## config.mk

```make
export PLATFORM = sky130hd
export DESIGN_NAME = store_buffer
export DESIGN_NICKNAME = d
export VERILOG_FILES = /design/src/rtl/pipeline_pkg.sv /design/src/rtl/store_buffer_ptr.sv /design/src/rtl/store_buffer.sv
export SDC_FILE = /design/constraint.sdc
export NUM_CORES = 1
export LEC_CHECK = 0
export ABC_AREA = 1
export ABC_CLOCK_PERIOD_IN_PS = 3900
export CAP_MARGIN = 20
export CORE_ASPECT_RATIO = 1.75
export CORE_MARGIN = 2
export CORE_UTILIZATION = 56
export CTS_CLUSTER_DIAMETER = 50
export DETAILED_ROUTE_END_ITERATION = 7
export PLACE_DENSITY_LB_ADDON = 0.08
export SETUP_SLACK_MARGIN = 0.3
export SLEW_MARGIN = 20
export SYNTH_ARGS = -nofsm -noshare
export SYNTH_HDL_FRONTEND = slang
export SYNTH_SLANG_ARGS = --single-unit
```

## constraint.sdc

```tcl
create_clock -name clk -period 3.9 [get_ports clk]
set_clock_uncertainty 0.1 [all_clocks]
set_input_delay 0.78 -clock clk [delete_from_list [all_inputs] [get_ports clk]]
set_output_delay 0.78 -clock clk [all_outputs]
set_load 0.005 [all_outputs]
```

## src/rtl/pipeline_pkg.sv

```systemverilog
// Shared pipeline definitions for the memory-stage store buffer.
// Contents: instruction_type encoding for stores, funct3 store sizes,
// per-entry state encoding and the buffered store payload struct.
package pipeline_pkg;

  localparam int unsigned SB_WORD_SIZE    = 32;
  localparam int unsigned SB_ROB_ID_WIDTH = 7;

  localparam logic [1:0] INSTR_STORE = 2'd2;

  localparam logic [2:0] F3_SB = 3'd0;
  localparam logic [2:0] F3_SH = 3'd1;
  localparam logic [2:0] F3_SW = 3'd2;

  typedef enum logic [1:0] {
    FREE      = 2'd0,
    PENDING   = 2'd1,
    COMMITTED = 2'd2
  } entry_state_t;

  // Payload of one buffered store
  typedef struct packed {
    logic [SB_WORD_SIZE-1:0]    addr;
    logic [SB_WORD_SIZE-1:0]    data;
    logic [2:0]                 funct3;
    logic [SB_ROB_ID_WIDTH-1:0] rob_id;
  } sb_entry_t;

endpackage

```

## src/rtl/store_buffer_ptr.sv

```systemverilog
// Head/tail/occupancy bookkeeping for the store buffer ring.
// Ports:
//   clk, reset            clock, synchronous active-high reset
//   push, pop             allocate at tail / retire at head this cycle
//   flush, committed_cnt  rewind tail to head + committed_cnt on flush
//   head, tail, count     registered ring pointers and occupancy
module store_buffer_ptr #(
  parameter int unsigned ENTRIES = 4
) (
  input  logic                         clk,
  input  logic                         reset,
  input  logic                         push,
  input  logic                         pop,
  input  logic                         flush,
  input  logic [$clog2(ENTRIES):0]     committed_cnt,
  output logic [$clog2(ENTRIES)-1:0]   head,
  output logic [$clog2(ENTRIES)-1:0]   tail,
  output logic [$clog2(ENTRIES):0]     count
);

  localparam int unsigned PTR_W = $clog2(ENTRIES);
  localparam int unsigned CNT_W = PTR_W + 1;

  logic [PTR_W-1:0] r_head;
  logic [PTR_W-1:0] r_tail;
  logic [CNT_W-1:0] r_count;

  // ENTRIES is a power of two, so pointers wrap naturally at PTR_W bits.
  // On flush, committed_cnt already includes a same-cycle commit and still
  // counts the entry being drained, so the survivors end at head+committed_cnt.
  always_ff @(posedge clk) begin
    if (reset) begin
      r_head  <= '0;
      r_tail  <= '0;
      r_count <= '0;
    end else begin
      if (pop) r_head <= r_head + PTR_W'(1);
      if (flush) begin
        r_tail  <= r_head + committed_cnt[PTR_W-1:0];
        r_count <= committed_cnt - CNT_W'(pop);
      end else begin
        if (push) r_tail <= r_tail + PTR_W'(1);
        r_count <= r_count + CNT_W'(push) - CNT_W'(pop);
      end
    end
  end

  assign head  = r_head;
  assign tail  = r_tail;
  assign count = r_count;

endmodule

```

## src/rtl/store_buffer.sv

```systemverilog
// In-order store buffer between the E/M register and the data cache.
// Captures stores, holds them until the ROB commits, then drains the head
// entry to the cache over a valid/ready request.
// Ports:
//   clk, reset                         clock, synchronous active-high reset
//   valid, instruction_type, funct3,   incoming E/M stage fields
//   aluResult, s2, rob_id
//   stall                              buffer full, E/M must hold
//   commit_valid, commit_rob_id        ROB commit of one store
//   flush                              drop all uncommitted entries
//   cache_req_*                        head entry request to the cache
// Optional (define STORE_BUFFER_FORWARD_EN):
//   ld_addr, ld_hit, ld_data           word store-to-load forwarding lookup
module store_buffer
  import pipeline_pkg::*;
#(
  parameter int unsigned WORD_SIZE    = SB_WORD_SIZE,
  parameter int unsigned ENTRIES      = 4,
  parameter int unsigned ROB_ID_WIDTH = SB_ROB_ID_WIDTH
) (
  input  logic                    clk,
  input  logic                    reset,
  input  logic                    valid,
  input  logic [1:0]              instruction_type,
  input  logic [2:0]              funct3,
  input  logic [WORD_SIZE-1:0]    aluResult,
  input  logic [WORD_SIZE-1:0]    s2,
  input  logic [ROB_ID_WIDTH-1:0] rob_id,
  output logic                    stall,
  input  logic                    commit_valid,
  input  logic [ROB_ID_WIDTH-1:0] commit_rob_id,
  input  logic                    flush,
  output logic                    cache_req_valid,
  output logic [WORD_SIZE-1:0]    cache_req_addr,
  output logic [WORD_SIZE-1:0]    cache_req_data,
  output logic [2:0]              cache_req_funct3,
  input  logic                    cache_req_ready
`ifdef STORE_BUFFER_FORWARD_EN
  ,
  input  logic [WORD_SIZE-1:0]    ld_addr,
  output logic                    ld_hit,
  output logic [WORD_SIZE-1:0]    ld_data
`endif
);

  localparam int unsigned PTR_W = $clog2(ENTRIES);
  localparam int unsigned CNT_W = PTR_W + 1;

  sb_entry_t    r_entry [ENTRIES];
  entry_state_t r_state [ENTRIES];
  entry_state_t w_state_nxt [ENTRIES];

  logic [PTR_W-1:0]   w_head;
  logic [PTR_W-1:0]   w_tail;
  logic [CNT_W-1:0]   w_count;
  logic [CNT_W-1:0]   w_committed_cnt;
  logic [ENTRIES-1:0] w_commit_hit;
  logic               w_push;
  logic               w_pop;

  assign stall  = (w_count == CNT_W'(ENTRIES));
  assign w_push = valid && (instruction_type == INSTR_STORE) && !stall && !flush;
  assign w_pop  = cache_req_valid && cache_req_ready;

  // Head request is driven from registered entry state only
  assign cache_req_valid  = (r_state[w_head] == COMMITTED);
  assign cache_req_addr   = r_entry[w_head].addr;
  assign cache_req_data   = r_entry[w_head].data;
  assign cache_req_funct3 = r_entry[w_head].funct3;

  // Commit CAM and count of entries that remain committed after this cycle's commit
  always_comb begin
    w_commit_hit    = '0;
    w_committed_cnt = '0;
    for (int i = 0; i < ENTRIES; i++) begin
      w_commit_hit[i] = commit_valid && (r_state[i] == PENDING) &&
                        (r_entry[i].rob_id == commit_rob_id);
      if ((r_state[i] == COMMITTED) || w_commit_hit[i])
        w_committed_cnt = w_committed_cnt + CNT_W'(1);
    end
  end

  // Per-entry state: commit, then flush, then drain, then allocate
  always_comb begin
    for (int i = 0; i < ENTRIES; i++) begin
      w_state_nxt[i] = r_state[i];
      if (w_commit_hit[i]) w_state_nxt[i] = COMMITTED;
      if (flush && (w_state_nxt[i] == PENDING)) w_state_nxt[i] = FREE;
      if (w_pop && (w_head == PTR_W'(i))) w_state_nxt[i] = FREE;
      if (w_push && (w_tail == PTR_W'(i))) w_state_nxt[i] = PENDING;
    end
  end

  always_ff @(posedge clk) begin
    if (reset) begin
      for (int i = 0; i < ENTRIES; i++) begin
        r_state[i] <= FREE;
        r_entry[i] <= '0;
      end
    end else begin
      for (int i = 0; i < ENTRIES; i++) begin
        r_state[i] <= w_state_nxt[i];
        if (w_push && (w_tail == PTR_W'(i))) begin
          r_entry[i].addr   <= aluResult;
          r_entry[i].data   <= s2;
          r_entry[i].funct3 <= funct3;
          r_entry[i].rob_id <= rob_id;
        end
      end
    end
  end

  store_buffer_ptr #(
    .ENTRIES (ENTRIES)
  ) u_ptr (
    .clk           (clk),
    .reset         (reset),
    .push          (w_push),
    .pop           (w_pop),
    .flush         (flush),
    .committed_cnt (w_committed_cnt),
    .head          (w_head),
    .tail          (w_tail),
    .count         (w_count)
  );

`ifdef STORE_BUFFER_FORWARD_EN
  localparam logic [WORD_SIZE-1:0] WORD_MASK = ~WORD_SIZE'(3);

  logic [PTR_W-1:0] w_fwd_idx;

  // Walk from oldest to youngest so the youngest matching word store wins
  always_comb begin
    ld_hit    = 1'b0;
    ld_data   = '0;
    w_fwd_idx = '0;
    for (int k = 0; k < ENTRIES; k++) begin
      w_fwd_idx = w_head + PTR_W'(k);
      if ((r_state[w_fwd_idx] != FREE) && (r_entry[w_fwd_idx].funct3 == F3_SW) &&
          ((r_entry[w_fwd_idx].addr & WORD_MASK) == (ld_addr & WORD_MASK))) begin
        ld_hit  = 1'b1;
        ld_data = r_entry[w_fwd_idx].data;
      end
    end
  end
`endif

endmodule

```

### Yosys cells after proc, flatten, opt, wreduce, memory -nomap -nowiden

Memories as Yosys holds them, arrays and structs flattened. A register that Yosys moved wholly into a read port is not among the register bits.
Index checks and enable logic that the tools add are counted.

| word-level totals | value |
|---|---|
| flip-flop bits (word level) | 7 |
| bits in writable memories | 304 |
| input bits | 89 |
| logic and storage cells | 154 |
| memories kept | 2 |

Memories:

| name | words | width | read ports | clocked after memory_dff | write ports | RTL line | RTL |
|---|---|---|---|---|---|---|---|
| r_entry | 4 | 74 | 5 | 1 | 4 | store_buffer.sv:49 | `sb_entry_t r_entry [ENTRIES];` |
| r_state | 4 | 2 | 5 | 1 | 4 | store_buffer.sv:50 | `entry_state_t r_state [ENTRIES];` |

| cells by class | value |
|---|---|
| $add $sub $neg | 9 |
| eq/ne operators | 25 |
| mux-type cells | 62 |
| bitwise gates (word level) | 20 |
| reductions and logical operators | 33 |

Operator list:

| cell | count |
|---|---|
| $mux 32 | 8 |
| $mux 2 | 26 |
| $eq 7x7->1 | 4 |
| $mux 7 | 4 |
| $logic_and 1x1->1 | 24 |
| $mux 3 | 8 |
| $eq 2x1->1 const B | 10 |
| $eq 2x2->1 const B | 10 |
| $or 1x1->1 | 20 |
| $mux 1 | 16 |
| $add 3x1->3 const B | 3 |
| $sub 3x1->3 | 2 |
| $add 2x1->2 const B | 2 |
| $logic_not 2->1 | 2 |
| $logic_or 1x1->1 | 4 |
| $add 3x1->3 | 1 |
| $eq 3x3->1 const B | 1 |
| $add 2x2->2 | 1 |
| $logic_not 1->1 | 2 |
| $reduce_bool 2->1 | 1 |

### Logic depth before layout (Yosys ltp)

Gate-level depths: netlist of run 1.
An unclocked memory read counts as a cell.

| logic depth | value |
|---|---|
| depth in word-level cells | 14 |
| depth in mapped cells | 21 |
| depth with buffers taken out | 21 |

### Cells and area by module

A second synthesis of run 1 with hierarchy kept.

| second synthesis, totals | value |
|---|---|
| cell total of the unflattened synthesis | 1222 |
| area, all modules | 14005.9 um^2 |

Modules (own cells, without submodules):

| module | instances | cells each | area each (um^2) | sequential area each (um^2) |
|---|---|---|---|---|
| store_buffer | 1 | 1159 | 13548.0 | 9048.7 |
| store_buffer_ptr | 1 | 63 | 457.9 | 140.1 |

### Worst setup path before layout of run 1

Ideal clock, no wire load.

| timing | value |
|---|---|
| path type | input-to-reg |
| from | in instruction_type[0] |
| to | mem r_entry[1][0] (netlist bit) (enable) |
| setup time | 0.435 ns |
| data arrival time | 2.886 ns |
| path slack | 0.479 ns |
| stages on the path | 5 |
| path buffers | 0 |
| cells stage by stage | inv_1 -> o2111ai_2 -> nor2_4 -> nand2_2 -> nand2_1 |

RTL lines:

| what | RTL line | RTL |
|---|---|---|
| start, declared | store_buffer.sv:24 | `input logic [1:0] instruction_type,` |
| end, declared | store_buffer.sv:49 |  |

==> results of run 1 <==
## through the flow
step           cells  utilization (%)  worst slack, ns
2_1_floorplan   1344                -            0.479
3_3_place_gp    1767             65.1           0.0847
3_5_place_dp    1767             65.1           0.0492
4_1_cts         1812             68.8            0.339
5_1_grt         1812             68.8            0.335
6_report        1812             68.8            0.429
## critical path, delay by kind of cell, from the launching register on
family                 cells  cell delay [ns]
flip-flops                 1             0.39
buffers and inverters      2             0.94
AO/OA/AOI/OAI              2             0.52
## how the worst min path moves through the flow
stage          cells after the start       endpoint     startpoint
2_1_floorplan                      2  r_state[1][1]  r_state[1][1]
3_3_place_gp                       2  r_state[0][0]  r_state[0][0]
3_5_place_dp                       2  r_state[1][1]  r_state[1][1]
4_1_cts                            2  r_state[0][0]  r_state[0][0]
5_1_grt                            2  r_state[0][0]  r_state[0][0]
6_report                           2  r_state[1][1]  r_state[1][1]
## repair_timing
item                       4_1_cts  5_1_grt
setup endpoints to repair        0        2
hold buffers                     0        0
buffers inserted                 0        0
gates resized for setup          0        1
## cell usage after synthesis, drive strengths merged
| master | number |
|---|---|
| nor3 | 3 |
| nand3 | 25 |
| edfxtp | 296 |
| a221oi | 3 |
| nor2 | 447 |
| nand4 | 5 |
| clkbuf | 51 |
| o21ai | 143 |
| fa | 1 |
| ha | 16 |
| nand3b | 1 |
| a211oi | 1 |
| a31oi | 1 |
| nand2 | 77 |
| a21oi | 9 |
| nor3b | 2 |
| o211ai | 1 |
| or2 | 5 |
| dfxtp | 17 |
| buf | 29 |
| o2111ai | 1 |
| xor2 | 7 |
| o22ai | 67 |
| inv | 126 |
| xnor2 | 10 |
## kinds of logic (layout without fill, tap and decap cells)
kind of cell    after synthesis  after routing  synth area share, %
compound gates              226            226                 8.93
xor+xnor                     17             17                 1.18
fa+ha+maj                    17             17                 1.58
buf+inv                     206            362                 6.08
flops                       313            313                 66.3
simple gates                565            565                 15.9
## flip-flops by register name, summed over array words and instances (netlist names), named ones only
| name | count |
|---|---|
| r_entry | 296 |
| r_state | 8 |
| u_ptr.count | 3 |
| u_ptr.head | 2 |
| u_ptr.tail | 2 |
## report_power, final
group / internal (mW) / switching (mW) / total [mW]
registers: 3.79 / 0.0348 / 3.83
clock network: 1.61 / 1.14 / 2.75
logic: 0.213 / 0.240 / 0.453
total: 5.61 / 1.42 / 7.03
## area by class of cell
class	instances	share of cell area, %
clock inverter	13	0.993
inverter	126	2.82
timing repair buffer	191	11.7
multi-input combinational	825	23.2
sequential	313	54.7
tap	312	2.31
clock buffer	32	4.36
## per-layer routing
| layer | routed length [um] | share of wire (%) | track usage, % |
|---|---|---|---|
| met1 | 12700 | 38 | 30.9 |
| met2 | 17600 | 52 | 45.1 |
| met3 | 2140 | 6.3 | 3.86 |
| met4 | 1280 | 3.8 | 12.1 |
| met5 | 0 | 0 | 0 |
==> run_results.csv, run 1 <==
group,metric,value,unit
logic_synthesis,yosys_register_bits,313,
worst_setup_path,critPathRequiredTime,3.02,ns
route,dr_total_vias,10100,
logic_synthesis,post_synth.cell_area_avg,10.4,um2
global_routing,grt_start_max_net_pins,135,
worst_setup_path,critical_path.startpoint_type,"register",
pwr,leakagePower,6.83,nW
cells_and_area,multi_input_comb_area,3910,um2
clocking,clock_insertion_delay_worst_skew,0.55,ns
logic_synthesis,synth.net_count,1450,
sta,worst_slew_pin_slew,0.675,ns
cells_and_area,num-nets-final,1591,
worst_setup_path,worst-r2r-setup-slack,0.94,ns
sta,fin_crit,3.47,ns
worst_setup_path,r2r_end,"u_ptr.count[2]",
floorplanning,row_count,76,
floorplanning,core-area,24500,um2
global_routing,first_pass_grt_wire_length,51.6,mm
sta,max_freq,0.288,GHz
logic_synthesis,synth.yosys.warnings,0,
worst_setup_path,timing.critical_path.cells,"buf_12 > o21ai_0 > o22ai_1 > clkdlybuf4s50_1",
sta,fin_setup_tns,0,ns
floorplanning,start_util,56.7,%
route,post-route-drc-count,0,
worst_setup_path,path_max_fanout,134,
sta,rsz0062_at_grt,"false",
global_routing,grt_antenna_before_repair,0,
logic_synthesis,syn-cell-area,13900,um2
global_routing,grt.total_usage,25.8,%
clocking,path_clk_slew,0.07,ns
worst_hold_path,holdCritPathClass,"reg -> reg",
logic_synthesis,synth-seq-area-share,66.3,%
clocking,cts_made_buffers,28,
floorplanning,die_y,213,um
cells_and_area,register_area,9230,um2
pwr,tot_pwr,7.03,mW
logic_synthesis,synth_area_leader_cell,"edfxtp_1",
place,io_buffer_count,157,
place,gp_routability_congestion,0.872,
global_routing,number_of_global_route_vias_before_repair,9906,
floorplanning,horiz_die_dim,123,um
cells_and_area,final_design_area_no_fill,16900,um2
clocking,clock-root-buffer,"clkbuf_16",
cells_and_area,num_antenna_cells,0,
logic_synthesis,synth_top_cell_area_share,63.9,%
logic_synthesis,synth_cells,1344,
cells_and_area,layout_commonest_cell,"nor2_1",
pwr,power.density,416,nW/um2
cells_and_area,fillers,1937,
logic_synthesis,ys_top_cells_by_area,"edfxtp_1 64%, nor2_1 12%, o21ai_0 5.1%",
worst_setup_path,arrival,2.59,ns
run,max_cap_viol_count,0,
place,placement.cell_area,16000,um2
clocking,cts_buffer_depth,3,
route,route.antenna.remaining_nets,0,
sta,max_slew_margin,55.0,%
place,place.detailed.hpwl,19.0,mm
route,wl_per_cell,18.6,um
floorplanning,fp.dieArea,26200,um2
sta,slew_viol_final,0,
sta,setup_viol,0,
clocking,tritoncts_num_sinks,313,
worst_setup_path,critPathMaxStageDelay,0.57,ns
clocking,clock_tree_from_tritoncts,"built",
route,wirelength,33.7,mm
route,routed_via_density,5.58,
pwr,maximum_resistive_drop_on_vdd,401,uV
sta,finalHoldWorstSlack,0.447,ns
floorplanning,num_io_pins,158,
route,drt_iter0_drc,790,
worst_setup_path,crit_slowest_cell,"clkdlybuf4s50_1",
worst_setup_path,critPathCaptureType,"primary output",
cells_and_area,syn2layout_area_growth,21.3,%
cells_and_area,layout_common_cells,"445 x nor2_1, 296 x edfxtp_1, 157 x clkdlybuf4s50_1",
global_routing,grt_remaining_overflow,0,
sta,finalHoldViolCount,0,
worst_setup_path,setup.worst_path.class,"reg -> out",
worst_setup_path,worstReg2RegStart,"r_state[2][0]",
worst_setup_path,endpoint,"cache_req_data[9]",
clocking,h-tree-depth,1,
cells_and_area,layout-drive-gt1-share,7.07,%
sta,portion_of_the_clock_cycle_consumed_by_the_worst_path_in_the_final_layout,89.0,%
worst_setup_path,reg2regPathDepth,14,
logic_synthesis,library_cells_used_by_synthesis,34,
status,run_status,"finished, final reports clean",
route,drtPass1Iterations,5,
(Power assumes the default switching activity.)
==> run 2, diff against run 1 <==
- ABC_CLOCK_PERIOD_IN_PS: 3900 -> 4200
- CORE_UTILIZATION: 56 -> 61
- GPL_TIMING_DRIVEN: default -> 0
- clock period: 3.9 -> 4.2 ns (I/O delays scaled with it)
==> run 2 against run 1 <==
  * Global-route usage rose by 3.9 points
  * Cell count rose by 2.1%
  * Worst hold slack got worse by 0.022 ns
  * Via count rose by 4.0%
  * Die area fell by 8.0%
  * Setup slack got worse by 0.027 ns
  * Sequential power fell by 7.3%
  * Sequential cell count did not move
  * First-iteration DRC count rose by 18%
  * Critical path type unchanged
  * Critical endpoint is now cache_req_addr[15]
==> run_results.csv, run 2 (synthesis results as in run 1) <==
group,metric,value,unit
route,route.antenna.remaining_nets,0,
worst_setup_path,critPathCaptureType,"primary output",
global_routing,grt_start_max_net_pins,48,
global_routing,met2_usage,52.9,%
clocking,h-tree-depth,1,
route,routed_via_density,5.68,
pwr,leakagePower,6.83,nW
place,numPlacedInstances,1802,
route,drt_iter0_drc,930,
worst_setup_path,critPathRequiredTime,3.26,ns
global_routing,grt_use_met3,4.35,%
route,dr_total_vias,10500,
cells_and_area,post_layout_util,74.7,%
sta,finalHoldViolCount,0,
clocking,clock_insertion_delay_worst_skew,0.54,ns
worst_setup_path,timing.critical_path.cells,"inv_1 > clkbuf_2 > clkbuf_1 > o21ai_0 > o22ai_1 > clkdlybuf4s50_1",
clocking,path_clk_slew,0.07,ns
worst_setup_path,worst-path-buf-inv,4,
sta,max_freq,0.263,GHz
clocking,tritoncts_num_sinks,313,
cells_and_area,largest_register_ffs,296,
global_routing,grt.total_usage,29.7,%
sta,slew_viol_final,0,
global_routing,grt_antenna_before_repair,0,
worst_setup_path,critPathMaxStageDelay,0.57,ns
floorplanning,die_y,204,um
sta,fin_setup_tns,0,ns
worst_setup_path,crit_slowest_cell,"clkdlybuf4s50_1",
worst_setup_path,worst_path_dominant_cell_family,"buffers and inverters",
global_routing,top_usage_layer,"met2",
global_routing,first_pass_grt_wire_length,55.0,mm
status,run_status,"finished, final reports clean",
floorplanning,horiz_die_dim,118,um
clocking,cts_buffer_depth,3,
cells_and_area,registers.top_by_ff_count,"r_entry",
cells_and_area,register_area,9230,um2
floorplanning,num_io_pins,158,
sta,worst_slew_pin_slew,0.816,ns
sta,fin_crit,3.80,ns
floorplanning,core-area,22600,um2
sta,postLayoutSetupSlackWorst,0.402,ns
cells_and_area,layout_common_cells,"445 x nor2_1, 296 x edfxtp_1, 154 x clkdlybuf4s50_1",
worst_hold_path,holdCritPathClass,"reg -> reg",
cells_and_area,num-nets-final,1637,
cells_and_area,final_cell_count_no_fill,1850,
cells_and_area,num_antenna_cells,0,
global_routing,grt_remaining_overflow,0,
place,gp_routability_congestion,0.858,
pwr,maximum_resistive_drop_on_vdd,376,uV
route,wirelength,35.4,mm
route,drtPass1Iterations,5,
cells_and_area,layout-drive-gt1-share,7.42,%
sta,portion_of_the_clock_cycle_consumed_by_the_worst_path_in_the_final_layout,90.4,%
worst_setup_path,critical_path.startpoint_type,"register",
floorplanning,row_count,73,
floorplanning,fp.dieArea,24100,um2
floorplanning,start_util,61.7,%
place,placement.setup.worst_slack,0.0585,ns
clocking,cts_made_buffers,27,
clocking,post-cts-setup-buffer-count,0,
sta,max_slew_margin,45.6,%
place,io_buffer_count,154,
route,wl_per_cell,19.1,um
pwr,power.density,383,nW/um2
worst_setup_path,setup.worst_path.class,"reg -> out",
clocking,clock_tree_from_tritoncts,"built",
global_routing,number_of_global_route_vias_before_repair,10600,
route,post-route-drc-count,0,
worst_setup_path,path_max_fanout,10,
cells_and_area,multi_input_comb_area,3870,um2
cells_and_area,layout_commonest_cell,"nor2_1",
clocking,clock-root-buffer,"clkbuf_16",
sta,rsz0062_at_grt,"false",
place,place.detailed.hpwl,23.1,mm
sta,setup_viol,0,
cells_and_area,fillers,1627,
worst_setup_path,arrival,2.86,ns
run,max_cap_viol_count,0,
cells_and_area,syn2layout_area_growth,21.1,%
global_routing,globalRouteMet1Util,34.5,%
clocking,post_cts.resized_instances,13,
clocking,cts.hold.buffers_added,0,
-- run 2: changes by cell type in the layout (fill, tap and decap cells not counted), moves of 5 or more --
cell,previous run,this run
buf_12,11,2
buf_2,0,22
buf_4,22,0
buf_6,1,6
clkbuf_1,3,40
clkbuf_2,0,17
-- run 2: where the power goes --
part	switching (mW)	internal, mW
registers	0.0329	3.52
logic	0.220	0.186
clock network	1.08	1.41
-- run 2: path summary, 6_finish.rpt --
check	startpoint	end	slack, ns	depth (start not counted)
min	r_state[0][0]	r_state[0][0]	0.42	2
min reg2reg	r_state[0][0]	r_state[0][0]	0.42	2
max	register	cache_req_addr[15]	0.40	6
max reg2reg	r_entry[0][1]	u_ptr.count[2]	1.09	16
-- run 2: area by class of cell --
class | count | share of cell area (%)
Buffer | 80 | 2.34
Tap cell | 300 | 2.23
Multi-Input combinational cell | 825 | 23.0
Timing Repair Buffer | 158 | 9.71
Inverter | 126 | 2.81
Sequential cell | 313 | 54.8
Clock inverter | 12 | 0.846
Clock buffer | 36 | 4.33
-- run 2: worst reg2reg max path: stages (launching register included) --
cell,delay (ns)
edfxtp_1,0.39
or2_2,0.30
nand4_1,0.07
nor3_1,0.05
nand3_1,0.13
o21ai_0,0.17
ha_1,0.36
xor2_2,0.21
ha_1,0.30
inv_1,0.04
nand2_1,0.07
nand2_1,0.06
ha_1,0.22
nand3b_1,0.19
nand3_1,0.10
nand3_1,0.12
a21oi_1,0.15
-- run 2: metal layers --
metal	up-vias	routed length (um)
met3	102	2770
met4	0	1420
met5	-	0
met2	498	18700
li1	4889	-
met1	5028	12500
-- run 2: through the flow --
stage / instance area, um2 / hold WS [ns] / total power [mW]
2_1_floorplan: 13900 / 0.388 / 3.78
3_3_place_gp: 15800 / 0.405 / 4.02
3_5_place_dp: 16000 / 0.415 / 4.02
4_1_cts: 16800 / 0.425 / 6.45
5_1_grt: 16900 / 0.452 / 6.60
6_report: 16900 / 0.425 / 6.45
==> run 3, diff against run 2 <==
- CAP_MARGIN: 20 -> 0
==> results of run 3 <==
Same layout as run 2: the final DEF is identical, and so are final timing and power.
